$ cat src/rtl/qspi_line_ctrl.sv
// rtl/qspi_line_ctrl.sv - quad-SPI PSRAM line-transfer sequencer for cache fills and writebacks
//
// Runs one quad-SPI transaction per cache request: command, 24-bit line address,
// optional read wait cycles, one line of data, then a chip-select gap.
//
// Ports:
//   clk, reset         clock (one SPI nibble per cycle), synchronous active-high reset
//   push, pull         writeback / fill request from the cache (push wins)
//   tag                line address, latched when a transaction starts
//   dwrite             cache nibble at the cache's current offset (writeback source)
//   dread, wstrobe_d   fill nibble to the cache and its valid strobe
//   rstrobe_d          dwrite consumed this cycle (combinational)
//   busy, done         transaction in progress / one-cycle completion pulse
//   cs_n, sclk_en      PSRAM chip select (active low) and SPI clock enable
//   sio_oe, sio_out    pad drive enable and nibble to the device
//   sio_in             nibble from the device
module qspi_line_ctrl #(
  parameter int LINE_LENGTH = 4,
  parameter int PA          = 22,
  parameter int DUMMY       = 6,
  parameter int CS_GAP      = 2
) (
  input  logic                                clk,
  input  logic                                reset,
  input  logic                                push,
  input  logic                                pull,
  input  logic [PA-$clog2(LINE_LENGTH)-1:0]   tag,
  input  logic [3:0]                          dwrite,
  output logic [3:0]                          dread,
  output logic                                wstrobe_d,
  output logic                                rstrobe_d,
  output logic                                busy,
  output logic                                done,
  output logic                                cs_n,
  output logic                                sclk_en,
  output logic                                sio_oe,
  output logic [3:0]                          sio_out,
  input  logic [3:0]                          sio_in
);

  localparam int N    = 2 * LINE_LENGTH;
  localparam int AW   = $clog2(LINE_LENGTH);
  localparam int M1   = (N > DUMMY) ? N : DUMMY;
  localparam int M2   = (M1 > CS_GAP) ? M1 : CS_GAP;
  localparam int MAXC = (M2 > 6) ? M2 : 6;
  localparam int CW   = $clog2(MAXC);

  localparam logic [7:0] CMD_WRITE = 8'h38;
  localparam logic [7:0] CMD_READ  = 8'hEB;

  typedef enum logic [2:0] {
    IDLE,
    CMD,
    ADDR,
    WAIT,
    DATA,
    GAP
  } state_t;

  state_t          state;
  logic [CW-1:0]   cnt;
  logic            is_write;
  // Remaining command nibble followed by the address, shifted out MSN first.
  logic [27:0]     shreg;
  logic [23:0]     line_addr;

  assign line_addr = 24'(tag) << AW;

  // The cache presents offset k on dwrite while this is high and advances on the
  // edge; those edges are exactly the ones that load sio_out with line data.
  // Masked by reset so an aborted writeback never advances the cache offset.
  assign rstrobe_d = !reset && is_write &&
                     ((state == ADDR && cnt == CW'(5)) ||
                      (state == DATA && cnt != CW'(N-1)));

  // Outputs are registered for the state being entered, so each one lines up
  // with the SPI cycle it belongs to.
  always_ff @(posedge clk) begin
    if (reset) begin
      state     <= IDLE;
      cnt       <= '0;
      is_write  <= 1'b0;
      shreg     <= '0;
      dread     <= 4'h0;
      wstrobe_d <= 1'b0;
      busy      <= 1'b0;
      done      <= 1'b0;
      cs_n      <= 1'b1;
      sclk_en   <= 1'b0;
      sio_oe    <= 1'b0;
      sio_out   <= 4'h0;
    end else begin
      done      <= 1'b0;
      wstrobe_d <= 1'b0;
      case (state)
        IDLE: begin
          if (push || pull) begin
            state    <= CMD;
            cnt      <= '0;
            is_write <= push;
            busy     <= 1'b1;
            cs_n     <= 1'b0;
            sclk_en  <= 1'b1;
            sio_oe   <= 1'b1;
            sio_out  <= push ? CMD_WRITE[7:4] : CMD_READ[7:4];
            shreg    <= {(push ? CMD_WRITE[3:0] : CMD_READ[3:0]), line_addr};
          end
        end
        CMD, ADDR: begin
          if (state == ADDR && cnt == CW'(5)) begin
            cnt <= '0;
            if (is_write) begin
              state   <= DATA;
              sio_out <= dwrite;
            end else begin
              state   <= (DUMMY > 0) ? WAIT : DATA;
              sio_oe  <= 1'b0;
              sio_out <= 4'h0;
            end
          end else begin
            sio_out <= shreg[27:24];
            shreg   <= shreg << 4;
            if (state == CMD && cnt == CW'(1)) begin
              state <= ADDR;
              cnt   <= '0;
            end else begin
              cnt <= cnt + CW'(1);
            end
          end
        end
        WAIT: begin
          if (cnt == CW'(DUMMY-1)) begin
            state <= DATA;
            cnt   <= '0;
          end else begin
            cnt <= cnt + CW'(1);
          end
        end
        DATA: begin
          if (!is_write) begin
            dread     <= sio_in;
            wstrobe_d <= 1'b1;
          end
          if (cnt == CW'(N-1)) begin
            state   <= GAP;
            cnt     <= '0;
            done    <= 1'b1;
            cs_n    <= 1'b1;
            sclk_en <= 1'b0;
            sio_oe  <= 1'b0;
            sio_out <= 4'h0;
          end else begin
            cnt <= cnt + CW'(1);
            if (is_write) begin
              sio_out <= dwrite;
            end
          end
        end
        GAP: begin
          if (cnt == CW'(CS_GAP-1)) begin
            state <= IDLE;
            cnt   <= '0;
            busy  <= 1'b0;
          end else begin
            cnt <= cnt + CW'(1);
          end
        end
        default: begin
          state <= IDLE;
        end
      endcase
    end
  end

endmodule

$ cat config.mk
export PLATFORM = sky130hd
export DESIGN_NAME = qspi_line_ctrl
export DESIGN_NICKNAME = d
export VERILOG_FILES = /design/src/rtl/qspi_line_ctrl.sv
export SDC_FILE = /design/constraint.sdc
export NUM_CORES = 1
export LEC_CHECK = 0
export ABC_AREA = 1
export CORE_MARGIN = 4
export CORE_UTILIZATION = 50
export CTS_CLUSTER_DIAMETER = 60
export DETAILED_ROUTE_END_ITERATION = 10
export PLACE_DENSITY = 0.79
export SETUP_SLACK_MARGIN = 0.15
export SYNTH_ARGS = -nofsm -noshare
export SYNTH_HDL_FRONTEND = slang
export SYNTH_SLANG_ARGS = --single-unit
$ cat constraint.sdc
create_clock -name clk -period 1.8 [get_ports clk]
set_clock_uncertainty 0.05 [all_clocks]
set_input_delay 0.36 -clock clk [delete_from_list [all_inputs] [get_ports clk]]
set_output_delay 0.36 -clock clk [all_outputs]
set_load 0.02 [all_outputs]
Word level (Yosys, flattened, before mapping)
Index checks and enable logic that the tools add are counted.

Flip-flop bits (word level): 49. Latch bits: 0. Memory bits (writable): 0. Bits in read-only memories: 0. Input port bits: 32. Output and inout port bits: 15. Memories: 0.

$add $sub $neg: 1. Multiply operators: 0. Divide/modulo/power cells: 0. $lt $le $gt $ge: 0. Equality and inequality tests: 18. Shift operators: 0. Multiplexer cells: 39. Bitwise operators: 2. Reductions and logical operators: 25.

Operator list (count): $mux 28 (2); $pmux 28 s2 (1); $mux 3 (13); $pmux 3 s5 (2); $mux 4 (6); $eq 3x3->1 const B (4); $ne 2x2->1 const B (6); $pmux 4 s3 (1); $reduce_and 3->1 (4); $reduce_and 5->1 (2); $mux 1 (9); $eq 3x1->1 const B (2); $eq 3x2->1 const B (2); $ne 3x3->1 const B (2); $pmux 1 s2 (3); $reduce_and 2->1 (3); $reduce_bool 2->1 (3); $logic_and 1x1->1 (5); $reduce_bool 5->1 (1); $reduce_or 2->1 (2); $add 3x1->3 const B (1); $logic_not 3->1 (1); $ne 3x2->1 const B (1); $pmux 1 s3 (1); 6 further kinds (8).

Depth between registers and ports, before layout
Gate-level depths: netlist (run 1).

Depth in word-level cells: 5. Mapped depth: 11.

Worst setup path before layout (run 1)
No wires, ideal clock.

Kind: flip-flop to output port. Start point: register cnt[0]. End point: output port rstrobe_d. Data arrival time: 1.498 ns. Data required time: 1.390 ns. Path slack: -0.108 ns. Stages on the path, launching flop included: 6. Path buffers: 0. Path through: dfxtp_1 > ha_1 > ha_1 > nor2_2 > inv_2 > a211oi_1.

Longest elaborated chain between the ends: 4. Elaborated cells between the ends (all ways): 6.

Ends and longest elaborated chain: start: declaration (RTL line 61) `logic [CW-1:0] cnt;`; start signal: assignment (RTL line 127) `cnt <= cnt + CW'(1);`; start signal: assignment (RTL line 136) `cnt <= cnt + CW'(1);`; start signal: assignment (RTL line 153) `cnt <= cnt + CW'(1);`; $eq 3x3->1 or $ne 3x3->1 (tied branches) (RTL line 73, 74); $logic_and 1x1->1, on equally long branches (RTL line 73, 74); $logic_or 1x1->1 (*) (RTL line 73) `((state == ADDR && cnt == CW'(5)) ||`; $logic_and 1x1->1 (*) (RTL line 72) `assign rstrobe_d = !reset && is_write &&`; end: declaration (RTL line 31) `output logic rstrobe_d,`.

Mark *: on every way between the ends. The rest lies on a longest branch, timed or not.

Final worst setup path (run 1)
Start point: register cnt[1]. End point: output port rstrobe_d.

Same word-level chain as after synthesis.

==> results of run 1 <==
==> worst max-delay path: stages, from the launching register on <==
cell      delay (ns)
dfxtp_4         0.38
ha_4            0.17
ha_4            0.17
nor2_4          0.09
inv_2           0.06
a211oi_4        0.20
buf_6           0.14
==> worst paths after layout <==
| path | from | endpoint | slack (ns) | cells after the start |
|---|---|---|---|---|
| max | cnt[1]$_SDFFE_PP0P_ | rstrobe_d | -0.14 | 6 |
| min | push | is_write$_SDFFE_PP0P_ | 0.39 | 3 |
| max reg2reg | cnt[1]$_SDFFE_PP0P_ | shreg[11]$_SDFFE_PP0P_ | -0.01 | 12 |
| min reg2reg | sclk_en$_SDFFE_PP0P_ | sclk_en$_SDFFE_PP0P_ | 0.41 | 2 |
==> through the flow <==
stage | util [%] | instance area (µm²) | setup WS [ns]
CTS | 75.6 | 3090 | -0.108
floorplan | - | 2180 | 0.175
global placement | 70.6 | 2890 | -0.285
detailed placement | 70.6 | 2890 | -0.324
global route | 84.8 | 3460 | -0.176
finish | 84.8 | 3460 | -0.140
==> power by group through the flow <==
| stage | combinational [W] | clock [W] | sequential (W) |
|---|---|---|---|
| after detailed placement | 0.00279 | 0 | 0.00172 |
| after global placement | 0.00273 | 0 | 0.00171 |
| after floorplan | 0.00173 | 0 | 0.00181 |
| after CTS | 0.00283 | 0.000831 | 0.00172 |
| final | 0.00393 | 0.000850 | 0.00181 |
| after global routing | 0.00424 | 0.000897 | 0.00185 |
==> per-layer routing <==
layer / wire length (µm) / vias to the layer above / GRT usage [%]
met5: 0 / - / 0
met4: 307 / 0 / 10.5
met3: 471 / 31 / 3.69
met2: 3460 / 125 / 36.6
met1: 2980 / 1151 / 26.5
li1: - / 1169 / -
==> sequential cells by signal (all words and copies together), names as in the netlist <==
signal,count
sio_out,4
wstrobe_d,1
state,3
sclk_en,1
is_write,1
done,1
shreg,26
cs_n,1
busy,1
dread,4
sio_oe,1
cnt,3
==> cells in the mapped netlist, drive strengths merged <==
library cell | n | share of area [%]
o21bai | 2 | 0.69
nor2 | 35 | 6.2
dfxtp | 47 | 43
a21oi | 16 | 3.7
clkbuf | 4 | 0.69
nand4 | 3 | 1.6
o22ai | 1 | 0.29
nand3 | 16 | 4.6
o21a | 1 | 0.35
inv | 23 | 4.1
o21ai | 33 | 7.6
nand2 | 80 | 15
a31oi | 20 | 5.8
or2 | 1 | 0.29
nor3 | 2 | 0.46
ha | 3 | 1.7
buf | 9 | 3.3
a211oi | 1 | 0.35
==> area by class of cell <==
cell class | count | area, µm² | share of cell area (%)
tap | 50 | 62.6 | 1.81
clock buffer | 6 | 82.6 | 2.38
clock inverter | 2 | 38.8 | 1.12
inverter | 23 | 101 | 2.93
timing repair buffer | 94 | 915 | 26.4
multi-input combinational | 215 | 1310 | 37.9
sequential | 47 | 950 | 27.4
==> logic make-up (layout without fill, tap and decap cells) <==
group,Yosys count,after routing,synth area share (%)
and+or+nand+nor,137,138,27.9
DFF,47,47,43.5
buffers and inverters,36,125,8.09
AOI/OAI and AO/OA,74,74,18.8
adders and majority gates,3,3,1.73
==> what timing repair did <==
action	in CTS	in global routing
buffers inserted	4	8
cloned	0	5
gates resized for setup	35	77
setup endpoints to repair	40	38
pin swaps	3	16
==> impl_metrics.json, run 1 <==
{
  "ctsRootBufferMaster": "clkbuf_8",
  "stdcell_count": 437,
  "start_kind": "flip-flop",
  "layout_common_cells": "nand2_1, dfxtp_1, buf_4",
  "syn2layout_area_growth_pct": 60.0,
  "drc": 0,
  "p_per_area_nw_per_um2": 1900,
  "grt_pass1_vias": 2159,
  "rsz0062_at_grt": "true",
  "synth_area_um2": 2160,
  "tightest_slew_ns": 0.416,
  "antenna_found_initial": 0,
  "clkSinkCount": 47,
  "clockPowerShare_pct": 12.9,
  "setup_violations": 3,
  "final_common_cell": "nand2_1",
  "slew_violations": 0,
  "crit_type": "reg2out",
  "endpoint_kind": "primary output",
  "nFillCells": 226,
  "overflow": 0,
  "power_switching_w": 0.00288,
  "dr.pass1.iters": 5,
  "htree_levels": 2,
  "power.internal_w": 0.00372,
  "fin_tns_setup_ns": -0.167,
  "status": "finished with violations",
  "die_h_um": 73.8,
  "boundaryPins": 47,
  "fmax_mhz": 516,
  "rows": 23,
  "ant_nets": 0,
  "drive_gt1_share_pct": 31.5,
  "violations": "negative setup slack",
  "p_leak_nw": 1.55,
  "slew_headroom_pct": 72.0,
  "syn-num-nets": 332,
  "min_period_over_period_pct": 108,
  "cp.arrival_ns": 1.53,
  "n_antenna_cell": 0,
  "wirelength_mm": 7.22,
  "vias_per_cell": 5.67,
  "p_sw_share_pct": 43.7,
  "setup_ws_ns": -0.140,
  "ys_ff_latch": 47,
  "fp.dieArea_um2": 5450,
  "num_vias": 2476,
  "clk_latency_ns": 0.31,
  "wire_per_inst_um": 16.5,
  "p_seq_share_pct": 27.5,
  "cp.required_ns": 1.39,
  "initial_core_util_pct": 53.0,
  "dieWidth_um": 73.8,
  "dp.cells": 412,
  "yosysSeqAreaShare_pct": 43.5,
  "synthCells": 297,
  "cts_buffers": 5,
  "cts_tree": "built",
  "grt_pass1_wl_mm": 9.21,
  "track_usage_pct": 21.7,
  "finalHoldViolations": 0,
  "nets": 421,
  "hp-class": "in2reg",
  "path_clk_slew_ns": 0.09,
  "max_cap_viol_count": 0,
  "finalCriticalPeriod_ns": 1.94,
  "ys_warn_count": 0,
  "hold_buffers": 0,
  "finalPower_w": 0.00660,
  "crit_path_max_fanout": 3,
  "coreArea_um2": 4090,
  "numPortBuffers": 46,
  "synth_cell_types": 28,
  "hpwlAfterDp_mm": 3.87,
  "grt_max_degree": 26,
  "gp_congestion": 0.881,
  "whs_ns": 0.389,
  "drt_iter0_markers": 181,
  "synth.avg_cell_area_um2": 7.29,
  "clockBufferDepth": 2,
  "power_frac_comb_pct": 59.6,
  "vdd_drop_max_uv": 1140
}
No activity file was read; power rests on OpenSTA's default activity.
==> run 2, diff against run 1 <==
CTS_CLUSTER_SIZE = 10   (was not set)
==> results of run 2 <==
Final layout, timing and power as in run 1 (identical DEF).
==> run 3, diff against run 2 <==
==> constraint.sdc (replaced) <==
create_clock -name clk -period 1.8 [get_ports clk]
set_clock_uncertainty 0.05 [all_clocks]
set_input_delay 0.27 -clock clk [delete_from_list [all_inputs] [get_ports clk]]
set_output_delay 0.27 -clock clk [all_outputs]
set_load 0.02 [all_outputs]
==> impl_metrics.json, run 3 (synthesis results as in run 1) <==
{
  "final_common_cell": "nand2_1",
  "largest_reg_flops": 26,
  "grt_pass1_vias": 2078,
  "drc": 0,
  "boundaryPins": 47,
  "vdd_drop_max_uv": 815,
  "hold_depth": 2,
  "dr.pass1.iters": 5,
  "final_util_pct": 74.6,
  "slew_violations": 0,
  "antenna_found_initial": 0,
  "clockBufferDepth": 2,
  "fmax_mhz": 555,
  "hp-class": "reg2reg",
  "min_period_over_period_pct": 100,
  "cts_buffers": 5,
  "cp.required_ns": 1.48,
  "coreArea_um2": 4090,
  "rsz0062_at_grt": "true",
  "tightest_slew_ns": 0.400,
  "status": "finished with violations",
  "start_kind": "flip-flop",
  "fin_tns_setup_ns": -0.00128,
  "power.internal_w": 0.00309,
  "htree_levels": 2,
  "p_sw_share_pct": 41.9,
  "die_h_um": 73.8,
  "grt_pass1_wl_mm": 9.19,
  "reg2reg_depth": 11,
  "violations": "negative setup slack",
  "finalHoldViolations": 0,
  "cp.arrival_ns": 1.48,
  "syn2layout_area_growth_pct": 40.9,
  "stdcell_count": 419,
  "p_seq_share_pct": 32.6,
  "rows": 23,
  "vias_per_cell": 5.24,
  "max_cap_viol_count": 0,
  "ctsRootBufferMaster": "clkbuf_8",
  "numPortBuffers": 46,
  "setup_violations": 1,
  "crit_path_max_fanout": 3,
  "cts_tree": "built",
  "ant_nets": 0,
  "regMostFlops": "shreg",
  "grt_max_degree": 32,
  "setup_ws_ns": -0.00128,
  "nFillCells": 325,
  "overflow": 0,
  "finalCriticalPeriod_ns": 1.80,
  "wire_per_inst_um": 13.0,
  "multi_input_area_um2": 1120,
  "reg_top3": "shreg: 26 flops, dread: 4 flops, sio_out: 4 flops",
  "num_vias": 2196,
  "layout_common_cells": "nand2_1, dfxtp_1, clkdlybuf4s50_1",
  "path_clk_slew_ns": 0.08,
  "p_per_area_nw_per_um2": 1740,
  "dieWidth_um": 73.8,
  "clk_latency_ns": 0.30,
  "drt_iter0_markers": 125,
  "power_switching_w": 0.00223,
  "initial_core_util_pct": 53.0,
  "power_frac_comb_pct": 53.3,
  "clockPowerShare_pct": 14.2,
  "wirelength_mm": 5.43,
  "dp.cells": 404,
  "p_leak_nw": 1.31,
  "hpwlAfterDp_mm": 3.75,
  "register_area_um2": 943,
  "endpoint_kind": "primary output",
  "drive_gt1_share_pct": 19.8,
  "fp.dieArea_um2": 5450,
  "nets": 404,
  "n_antenna_cell": 0,
  "clkSinkCount": 47,
  "crit_type": "reg2out",
  "gp_congestion": 0.850,
  "track_usage_pct": 21.7,
  "slew_headroom_pct": 73.0
}
[run 3: cell count changes in the layout (fill, tap and decap cells not counted), sizes merged]
cell	delta
clkbuf	-4
nand2	-1
dlygate4sd2	-12
buf	-13
inv	-1
clkdlybuf4s50	+15
clkinvlp	+1
dlymetal6s2s	-3
[run 3: area by class of cell]
type                            count  area share, %
Tap cell                           50           2.05
Inverter                           23           2.99
Multi-Input combinational cell    214           36.7
Clock inverter                      2           1.23
Sequential cell                    47           30.9
Clock buffer                        5           2.26
Timing Repair Buffer               78           23.8
[run 3: power groups by stage]
| stage | registers, W | clock network [W] | logic (W) |
|---|---|---|---|
| after detailed placement | 0.00172 | 0 | 0.00258 |
| after floorplan | 0.00181 | 0 | 0.00172 |
| after CTS | 0.00171 | 0.000768 | 0.00270 |
| final | 0.00173 | 0.000753 | 0.00283 |
| after global placement | 0.00171 | 0 | 0.00254 |
| after global routing | 0.00178 | 0.000810 | 0.00318 |
[run 3: routing by layer]
| layer | part of all wire (%) | vias up | global-route usage, % | routed length, µm |
|---|---|---|---|---|
| li1 | - | 1134 | - | - |
| met1 | 47 | 975 | 28.3 | 2530 |
| met2 | 45 | 79 | 35.7 | 2460 |
| met3 | 6.8 | 8 | 4.92 | 370 |
| met4 | 1.3 | 0 | 6.04 | 70 |
| met5 | 0 | - | 0 | 0 |
[run 3: final timing paths]
| check | end | start | slack (ns) |
|---|---|---|---|
| max | rstrobe_d | cnt[1]$_SDFFE_PP0P_ | -0.001 |
| max reg2reg | shreg[2]$_SDFFE_PP0P_ | cnt[0]$_SDFFE_PP0P_ | 0.08 |
| min reg2reg | cs_n$_SDFFE_PP1P_ | cs_n$_SDFFE_PP1P_ | 0.39 |
| min | cs_n$_SDFFE_PP1P_ | cs_n$_SDFFE_PP1P_ | 0.39 |
[run 3: metrics by stage]
step / worst slack [ns] / power, W / area (µm²) / hold WS, ns
CTS: -0.0289 / 0.00518 / 3020 / 0.398
finish: -0.00128 / 0.00532 / 3050 / 0.394
global placement: -0.201 / 0.00425 / 2810 / 0.383
detailed placement: -0.261 / 0.00431 / 2810 / 0.381
global route: -0.0911 / 0.00577 / 3050 / 0.420
floorplan: 0.166 / 0.00354 / 2170 / 0.333
[run 3: repair_timing]
item	4_1_cts	5_1_grt
gates resized for setup	20	20
endpoints found under the setup margin	23	35
hold buffers	0	0
pin swaps	3	0
buffers inserted	6	2
[run 3: worst max-delay path: stages, from the launching register on]
cell	delay (ns)
dfxtp_2	0.36
ha_4	0.17
ha_4	0.16
nor2_4	0.08
inv_2	0.05
a211oi_2	0.20
buf_4	0.17
